==> config.mk <==
export PLATFORM = sky130hd
export DESIGN_NAME = mem_wb_stage
export DESIGN_NICKNAME = d
export VERILOG_FILES = /design/src/rtl/cpu_defs_pkg.sv /design/src/rtl/mem_wb_stage_load_ext.sv /design/src/rtl/mem_wb_stage.sv
export SDC_FILE = /design/constraint.sdc
export NUM_CORES = 1
export LEC_CHECK = 0
export ABC_AREA = 1
export CORE_MARGIN = 2
export CORE_UTILIZATION = 39
export CTS_CLUSTER_DIAMETER = 200
export DETAILED_ROUTE_END_ITERATION = 8
export GPL_TIMING_DRIVEN = 0
export PLACE_DENSITY = 0.73
export SYNTH_ARGS = -nofsm -noshare
export SYNTH_HDL_FRONTEND = slang
export SYNTH_SLANG_ARGS = --single-unit
==> constraint.sdc <==
create_clock -name clk -period 2.2 [get_ports clk]
set_clock_uncertainty 0.2 [all_clocks]
set_input_delay 0.44 -clock clk [delete_from_list [all_inputs] [get_ports clk]]
set_output_delay 0.44 -clock clk [all_outputs]
set_load 0.02 [all_outputs]
==> src/rtl/cpu_defs_pkg.sv <==
// Shared MIPS core definitions: write-back select codes,
// load-type codes and default datapath widths.
package cpu_defs;

  localparam int DATA_W_DEF = 32;
  localparam int REG_AW_DEF = 5;

  localparam logic [1:0] MEMTOREG_ALU  = 2'd0;
  localparam logic [1:0] MEMTOREG_LOAD = 2'd1;
  localparam logic [1:0] MEMTOREG_LINK = 2'd2;
  localparam logic [1:0] MEMTOREG_ZERO = 2'd3;

  localparam logic [2:0] LOAD_LW  = 3'd0;
  localparam logic [2:0] LOAD_LB  = 3'd1;
  localparam logic [2:0] LOAD_LBU = 3'd2;
  localparam logic [2:0] LOAD_LH  = 3'd3;
  localparam logic [2:0] LOAD_LHU = 3'd4;

endpackage

==> src/rtl/mem_wb_stage_load_ext.sv <==
// Load extension: picks byte/half out of the fetched word
// and sign/zero extends it; words pass through.
module load_ext
  import cpu_defs::*;
#(
  parameter int DATA_W = DATA_W_DEF
) (
  input  logic [1:0]        off,
  input  logic [DATA_W-1:0] rdata,
  input  logic [2:0]        load_type,
  output logic [DATA_W-1:0] ext
);

  logic [7:0]  byte_sel;
  logic [15:0] half_sel;

  // Lane select; half ignores off[0] (no alignment trap here)
  always_comb begin
    byte_sel = rdata[8*off +: 8];
    half_sel = rdata[16*off[1] +: 16];
  end

  // Extend the selected lane according to the load kind
  always_comb begin
    ext = rdata;
    unique case (load_type)
      LOAD_LB:  ext = {{(DATA_W-8){byte_sel[7]}}, byte_sel};
      LOAD_LBU: ext = {{(DATA_W-8){1'b0}}, byte_sel};
      LOAD_LH:  ext = {{(DATA_W-16){half_sel[15]}}, half_sel};
      LOAD_LHU: ext = {{(DATA_W-16){1'b0}}, half_sel};
      default:  ext = rdata;
    endcase
  end

endmodule

==> src/rtl/mem_wb_stage.sv <==
// MEM/WB pipeline register: write-back select, stall/flush,
// forwarding source and retired-instruction counter.
module mem_wb_stage
  import cpu_defs::*;
#(
  parameter int DATA_W      = DATA_W_DEF,
  parameter int REG_AW      = REG_AW_DEF,
  parameter int LINK_OFFSET = 8,
  parameter int CNT_W       = 32
) (
  input  logic              clk,
  input  logic              reset,
  input  logic              stall,
  input  logic              flush,
  input  logic              in_valid,
  input  logic [DATA_W-1:0] in_alu_result,
  input  logic [DATA_W-1:0] in_read_data,
  input  logic [DATA_W-1:0] in_pc,
  input  logic [1:0]        in_mem_to_reg,
  input  logic [2:0]        in_load_type,
  input  logic              in_reg_write,
  input  logic [REG_AW-1:0] in_rd,
  output logic              wb_valid,
  output logic              wb_we,
  output logic [REG_AW-1:0] wb_addr,
  output logic [DATA_W-1:0] wb_data,
  output logic              fwd_hit_en,
  output logic [CNT_W-1:0]  retired_count
);

  logic [DATA_W-1:0] load_val;
  logic [DATA_W-1:0] sel_data;

  logic              valid_d, valid_q;
  logic              we_d,    we_q;
  logic [REG_AW-1:0] addr_d,  addr_q;
  logic [DATA_W-1:0] data_d,  data_q;
  logic [CNT_W-1:0]  cnt_d,   cnt_q;

  load_ext #(
    .DATA_W(DATA_W)
  ) u_load_ext (
    .off      (in_alu_result[1:0]),
    .rdata    (in_read_data),
    .load_type(in_load_type),
    .ext      (load_val)
  );

  // Write-back source select ahead of the register
  always_comb begin
    sel_data = '0;
    unique case (in_mem_to_reg)
      MEMTOREG_ALU:  sel_data = in_alu_result;
      MEMTOREG_LOAD: sel_data = load_val;
      MEMTOREG_LINK: sel_data = in_pc + DATA_W'(LINK_OFFSET);
      MEMTOREG_ZERO: sel_data = '0;
      default:       sel_data = '0;
    endcase
  end

  // Next state: reset > flush > stall > load
  always_comb begin
    valid_d = valid_q;
    we_d    = we_q;
    addr_d  = addr_q;
    data_d  = data_q;
    cnt_d   = cnt_q;
    if (reset) begin
      valid_d = 1'b0;
      we_d    = 1'b0;
      addr_d  = '0;
      data_d  = '0;
      cnt_d   = '0;
    end else if (flush) begin
      valid_d = 1'b0;
      we_d    = 1'b0;
      addr_d  = '0;
      data_d  = '0;
    end else if (!stall) begin
      valid_d = in_valid;
      we_d    = in_valid & in_reg_write
              & (in_rd != '0);
      addr_d  = in_rd;
      data_d  = sel_data;
      cnt_d   = cnt_q + CNT_W'(in_valid);
    end
  end

  // Stage registers; reset folded into next-state logic
  always_ff @(posedge clk) begin
    valid_q <= valid_d;
    we_q    <= we_d;
    addr_q  <= addr_d;
    data_q  <= data_d;
    cnt_q   <= cnt_d;
  end

  // Outputs come straight from flops
  always_comb begin
    wb_valid      = valid_q;
    wb_we         = we_q;
    wb_addr       = addr_q;
    wb_data       = data_q;
    fwd_hit_en    = we_q;
    retired_count = cnt_q;
  end

endmodule

==> out/metrics.yaml, run 1 <==
run_status: "complete, no violations"
cts_max_level: 3
gp_congestion: 1.003
critPathKind: "input port to flip-flop"
cap_violations: 0
grt_max_degree: 14
die_y_um: 120.9
finalNetCount: 1228
synthesis.nets: 1030
initial_core_util_pct: 40.05
pin_count: 184
p_switching_mw: 1.103
rr_endpoint: "retired_count[22]$_SDFFE_PP0P_"
core_area_um2: 13300
final_cell_mix: "nand2_1 (258), clkdlybuf4s50_1 (177), nor2_1 (137), inv_1 (105), nand3_1 (75)"
async_reset_ff_share_pct: 0
drtIter0Drc: 461
fillCellCount: 1323
postSynthCellCount: 915
crit_cells: 10
postRouteAntennaNets: 0
rsz0062_at_grt: "true"
swShare_pct: 28.91
r2r_cells: 9
hold_viol_final: 0
postSynthAreaPerCell_um2: 5.820
dp_slack_ns: -0.5998
numCtsBuffers: 9
maxSlewViolCount: 0
worstPathRequired_ns: 2.23
tightest_slew_ns: 0.7113
cp_max_fo: 4
hpwlAfterDp_mm: 16.11
grt_pass1_wl_mm: 31.09
hold-path-cell-count: 2
grt_remaining_overflow: 0
antenna_cells: 0
crit_family: "simple AND/OR/NAND/NOR gates"
peakVddDrop_v: 0.0003973
p_comb_share_pct: 23.4
tns_ns: 0
antenna_found_initial: 2
cp-end-kind: "flip-flop"
critPathBufInv: 1
ys.flop_type: "dfxtp_1"
slew_headroom_pct: 52.58
fmax_mhz: 465.4
final_cell_area_um2: 7792
internal-power_mw: 2.711
port_buffers: 181
die_x_um: 120.9
regArea_um2: 1423
cts_buffer_depth: 2
wire_per_inst_um: 15.37
clkTransAtPathRegs_ns: 0.06
cts.sinks: 71
pwr-share-clk_pct: 41.4
ys_seq_area_share_pct: 26.69
synth.top_cell.area_share_pct: 26.69
setup_violations: 0
period_needed_ns: 2.149
synthDistinctLibCells: 38
crit_arrival_ns: 2.18
min_path_type: "input port to flip-flop"
power.density_nw_per_um2: 489.4
final_common_cell: "nand2_1"
area_growth_syn_to_layout_pct: 46.33
critPathMaxStageDelay_ns: 0.56
synth_edf_count: 0
r2r-start: "retired_count[0]$_SDFFE_PP0P_"
post-route-util_pct: 58.61
synth_warnings: 0
core.rowCount: 42
grt_pass1_vias: 6222
root_buffer: "clkbuf_16"
num_vias: 6602
hold-path-endpoint: "retired_count[31]$_SDFFE_PP0P_"
netlist_top_cells_area: "dfxtp_1 (27%), nand2_1 (18%), nor2_1 (10%), inv_1 (7.4%), nand3_1 (7.0%)"
yosysTopAreaCell: "dfxtp_1"
placed_area_um2: 7357
instances_no_fill: 1294
path_cells: "clkdlybuf4s50_1 -> nand2_1 -> nor2_2 -> nand2_1 -> nor2_1 -> nand3_1 -> nand3_1 -> nand3_1 -> nor2_1 -> nor2_1"
drcViolationCount: 0
avgViaCountPerCell: 5.102
fin_crit_sh_pct: 97.68
wl_mm: 19.89
cts_tree: "built"
grtUsageTotal_pct: 27.25
multi_input_area_um2: 3354
firstDrtPassIters: 5
placedCellCount: 1272
clock_latency_ns: 0.33
start_kind: "input port"
ys_seq_elements: 71
die_area_um2: 14600
crit_path_top_delay_cell: "clkdlybuf4s50_1"
p_seq_share_pct: 35.2
drive_gt1_share_pct: 9.302
min_from: "reset"
p_leak_nw: 3.233
setup_slack_ns: 0.05109
ff2ff_setup_slack_ns: 0.17
netlist_area_um2: 5325
-- power groups by stage --
stage / clock (mW) / sequential, mW / combinational, mW
6_report: 1.58 / 1.34 / 0.893
5_1_grt: 1.65 / 1.35 / 0.964
4_1_cts: 1.60 / 1.34 / 0.865
3_5_place_dp: 0 / 1.37 / 0.861
3_3_place_gp: 0 / 1.37 / 0.859
2_1_floorplan: 0 / 1.40 / 0.390
-- cell usage after synthesis, types with 3 or more instances --
cell,count
a21oi_1,61
a221oi_1,3
buf_2,10
buf_4,4
buf_6,3
clkbuf_1,15
dfxtp_1,71
ha_1,3
inv_1,105
inv_2,8
nand2_1,261
nand2_2,3
nand2_4,3
nand3_1,75
nand3_2,10
nand3b_1,3
nand4_1,13
nor2_1,144
nor2_2,7
nor2_4,5
nor3_1,13
nor3b_1,3
o211ai_1,7
o211ai_2,3
o21ai_0,56
xor2_1,9
-- sequential cells by signal, summed over array words and instances, names as in the netlist --
signal and flops:
fwd_hit_en 1, wb_valid 1, retired_count 32, wb_data 32, wb_addr 5
-- worst max path at each step --
stage                                              from  slack, ns                        endpoint
final                                         in_pc[18]       0.05        wb_data[31]$_SDFFE_PP0N_
after global routing                           in_pc[3]      -0.02        wb_data[15]$_SDFFE_PP0N_
after CTS                                         flush       0.02        wb_data[11]$_SDFFE_PP0N_
after detailed placement                       in_valid      -0.60  retired_count[22]$_SDFFE_PP0P_
after global placement                         in_valid      -0.60  retired_count[18]$_SDFFE_PP0P_
after floorplan           retired_count[0]$_SDFFE_PP0P_       0.19  retired_count[18]$_SDFFE_PP0P_
-- layer usage --
metal	vias up	GRT usage, %	share of wire [%]
li1	3320	-	-
met1	2930	35.16	43
met2	309	44.77	46
met3	43	3.994	7.5
met4	0	12.50	3.5
met5	-	0	0
-- area by class of cell --
class / count / share of cell area, %
multi-input cells: 696 / 43.05
clock inverters: 7 / 1.236
flip-flops and latches: 71 / 18.26
well taps: 176 / 2.826
inverters: 116 / 5.652
plain buffers: 32 / 2.232
repair buffers: 187 / 23.86
clock buffers: 9 / 2.890
-- kinds of logic (layout without fill, tap and decap cells) --
group / after synthesis / in the layout / share of synthesized area [%]
DFF: 71 / 71 / 26.69
AOI/OAI and AO/OA: 136 / 136 / 14.03
xor gates and xnor gates: 11 / 11 / 1.809
adders and majority gates: 3 / 3 / 0.7050
and+or+nand+nor: 546 / 546 / 45.30
buffers and inverters: 148 / 351 / 11.47
-- stage by stage --
stage / power (mW) / hold WS (ns)
finish: 3.814 / 0.1288
detailed placement: 2.230 / 0.2558
floorplan: 1.792 / 0.3413
CTS: 3.804 / 0.1158
global route: 3.958 / 0.1256
global placement: 2.228 / 0.2534
-- what timing repair did --
item	in CTS	in global routing
gates resized for setup	3	30
endpoints found under the setup margin	11	35
hold buffers	0	0
pin swaps	1	4
buffers inserted	1	5
Note: power is estimated with default switching activity, not from simulation.
==> run 2, diff against run 1 <==
--- a/config.mk
+++ b/config.mk
@@ -12,6 +12,7 @@
 export DETAILED_ROUTE_END_ITERATION = 8
 export GPL_TIMING_DRIVEN = 0
 export PLACE_DENSITY = 0.73
+export SETUP_SLACK_MARGIN = 0.02
 export SYNTH_ARGS = -nofsm -noshare
 export SYNTH_HDL_FRONTEND = slang
 export SYNTH_SLANG_ARGS = --single-unit
==> run 2 against run 1 <==
Critical path depth unchanged. Clock power about the same. Via count up 0.71%. Wire length up 0.11%. Worst setup slack better by 0.050 ns. Non-clock buffer count unchanged. Sequential cell count unchanged. First-iteration DRC count up 1.7%. Design area up 0.19%. Power about the same. Clock-buffer cell count unchanged.
==> out/metrics.yaml, run 2 (synthesis results as in run 1) <==
gp_congestion: 1.003
grtUsageMet2_pct: 44.80
antenna_cells: 0
path_cells: "clkdlybuf4s50_1 -> nand2_1 -> nor2_2 -> nand2_1 -> nor2_2 -> nand3_1 -> nand3_1 -> nand3_1 -> nor2_1 -> nor2_1"
worstPathRequired_ns: 2.23
cts_max_level: 3
fin_crit_sh_pct: 95.41
die_area_um2: 14600
die_x_um: 120.9
fin_hold_ws_ns: 0.1255
p_leak_nw: 3.232
core_area_um2: 13300
drcViolationCount: 0
numCtsBuffers: 9
critPathMaxStageDelay_ns: 0.54
grt_max_degree: 14
finalNetCount: 1228
final_cell_mix: "nand2_1 (258), clkdlybuf4s50_1 (177), nor2_1 (136), inv_1 (105), nand3_1 (74)"
clkTransAtPathRegs_ns: 0.06
critPathBufInv: 1
cts_buffer_depth: 2
cp-end-kind: "flip-flop"
peakVddDrop_v: 0.0003959
cp_max_fo: 4
path_common_cell: "nand3_1"
critPathKind: "input port to flip-flop"
cts_tree: "built"
fmax_mhz: 476.4
die_y_um: 120.9
grt_pass1_wl_mm: 31.11
pin_count: 184
power.density_nw_per_um2: 488.9
wire_per_inst_um: 15.38
tns_ns: 0
rsz0062_at_grt: "true"
fillCellCount: 1320
p_total_mw: 3.817
crit_family: "simple AND/OR/NAND/NOR gates"
num_vias: 6649
final_common_cell: "nand2_1"
firstDrtPassIters: 5
clock_latency_ns: 0.33
slew_headroom_pct: 52.98
top_usage_layer: "met2"
area_growth_syn_to_layout_pct: 46.62
port_buffers: 181
drtIter0Drc: 469
grt_pass1_vias: 6228
period_needed_ns: 2.099
setup_violations: 0
hold_viol_final: 0
wl_mm: 19.91
tightest_slew_ns: 0.7052
antenna_found_initial: 2
maxSlewViolCount: 0
postRouteAntennaNets: 0
run_status: "complete, no violations"
root_buffer: "clkbuf_16"
met3_usage_pct: 3.994
use_met1_pct: 35.16
core.rowCount: 42
initial_core_util_pct: 40.05
drive_gt1_share_pct: 9.571
cts.sinks: 71
hpwlAfterDp_mm: 16.11
avgViaCountPerCell: 5.138
crit_path_top_delay_cell: "clkdlybuf4s50_1"
grtUsageTotal_pct: 27.26
crit_arrival_ns: 2.13
post-route-util_pct: 58.72
min_path_type: "input port to flip-flop"
start_kind: "input port"
grt_remaining_overflow: 0
cap_violations: 0
run 2: cell counts in the layout (fill, tap and decap cells not counted):
Identical to the previous run, type by type.
run 2: power breakdown:
group	switching, mW	internal, mW
logic	0.497	0.397
clock network	0.584	0.996
registers	0.0237	1.32
run 2: final timing paths:
check	startpoint	endpoint	slack (ns)	depth (start not counted)
setup / recovery	in_pc[18]	wb_data[31]$_SDFFE_PP0N_	0.10	10
hold / removal	reset	retired_count[31]$_SDFFE_PP0P_	0.13	2
hold reg to reg	wb_valid$_SDFFE_PP0N_	wb_valid$_SDFFE_PP0N_	0.27	2
setup reg to reg	retired_count[0]$_SDFFE_PP0P_	retired_count[28]$_SDFFE_PP0P_	0.18	11
run 2: area by class of cell:
| class | instances | area (µm²) | share of cell area, % |
|---|---|---|---|
| Multi-Input combinational cell | 696 | 3369 | 43.16 |
| Timing Repair Buffer | 187 | 1859 | 23.81 |
| Sequential cell | 71 | 1423 | 18.22 |
| Inverter | 116 | 440.4 | 5.641 |
| Clock buffer | 9 | 225.2 | 2.885 |
| Tap cell | 176 | 220.2 | 2.821 |
| Buffer | 32 | 173.9 | 2.228 |
| Clock inverter | 7 | 96.34 | 1.234 |
run 2: what timing repair did:
item,in CTS,in global routing
setup endpoints to repair,15,28
buffers inserted,1,5
pin swaps,1,4
resized for setup,5,32
hold buffers,0,0
hold endpoints to repair,0,0
run 2: per-stage QoR:
step	cells	instance area, µm²	setup slack [ns]
finish	1294	7807	0.1010
floorplan	915	5325	0.1931
detailed placement	1272	7357	-0.5998
global placement	1272	7357	-0.6032
global route	1294	7807	0.01259
CTS	1289	7691	0.03553
run 2: routing by layer:
metal  wire length, µm  vias to the layer above
met5                 0                        -
li1                  -                     3327
met4               706                        0
met1              8319                     2968
met3              1604                       46
met2              9275                      308
==> run 3, diff against run 2 <==
--- a/config.mk
+++ b/config.mk
@@ -13,6 +13,7 @@
 export GPL_TIMING_DRIVEN = 0
 export PLACE_DENSITY = 0.73
 export SETUP_SLACK_MARGIN = 0.02
+export SLEW_MARGIN = 20
 export SYNTH_ARGS = -nofsm -noshare
 export SYNTH_HDL_FRONTEND = slang
 export SYNTH_SLANG_ARGS = --single-unit
==> results of run 3 <==
Final layout, timing and power as in run 2 (identical DEF).
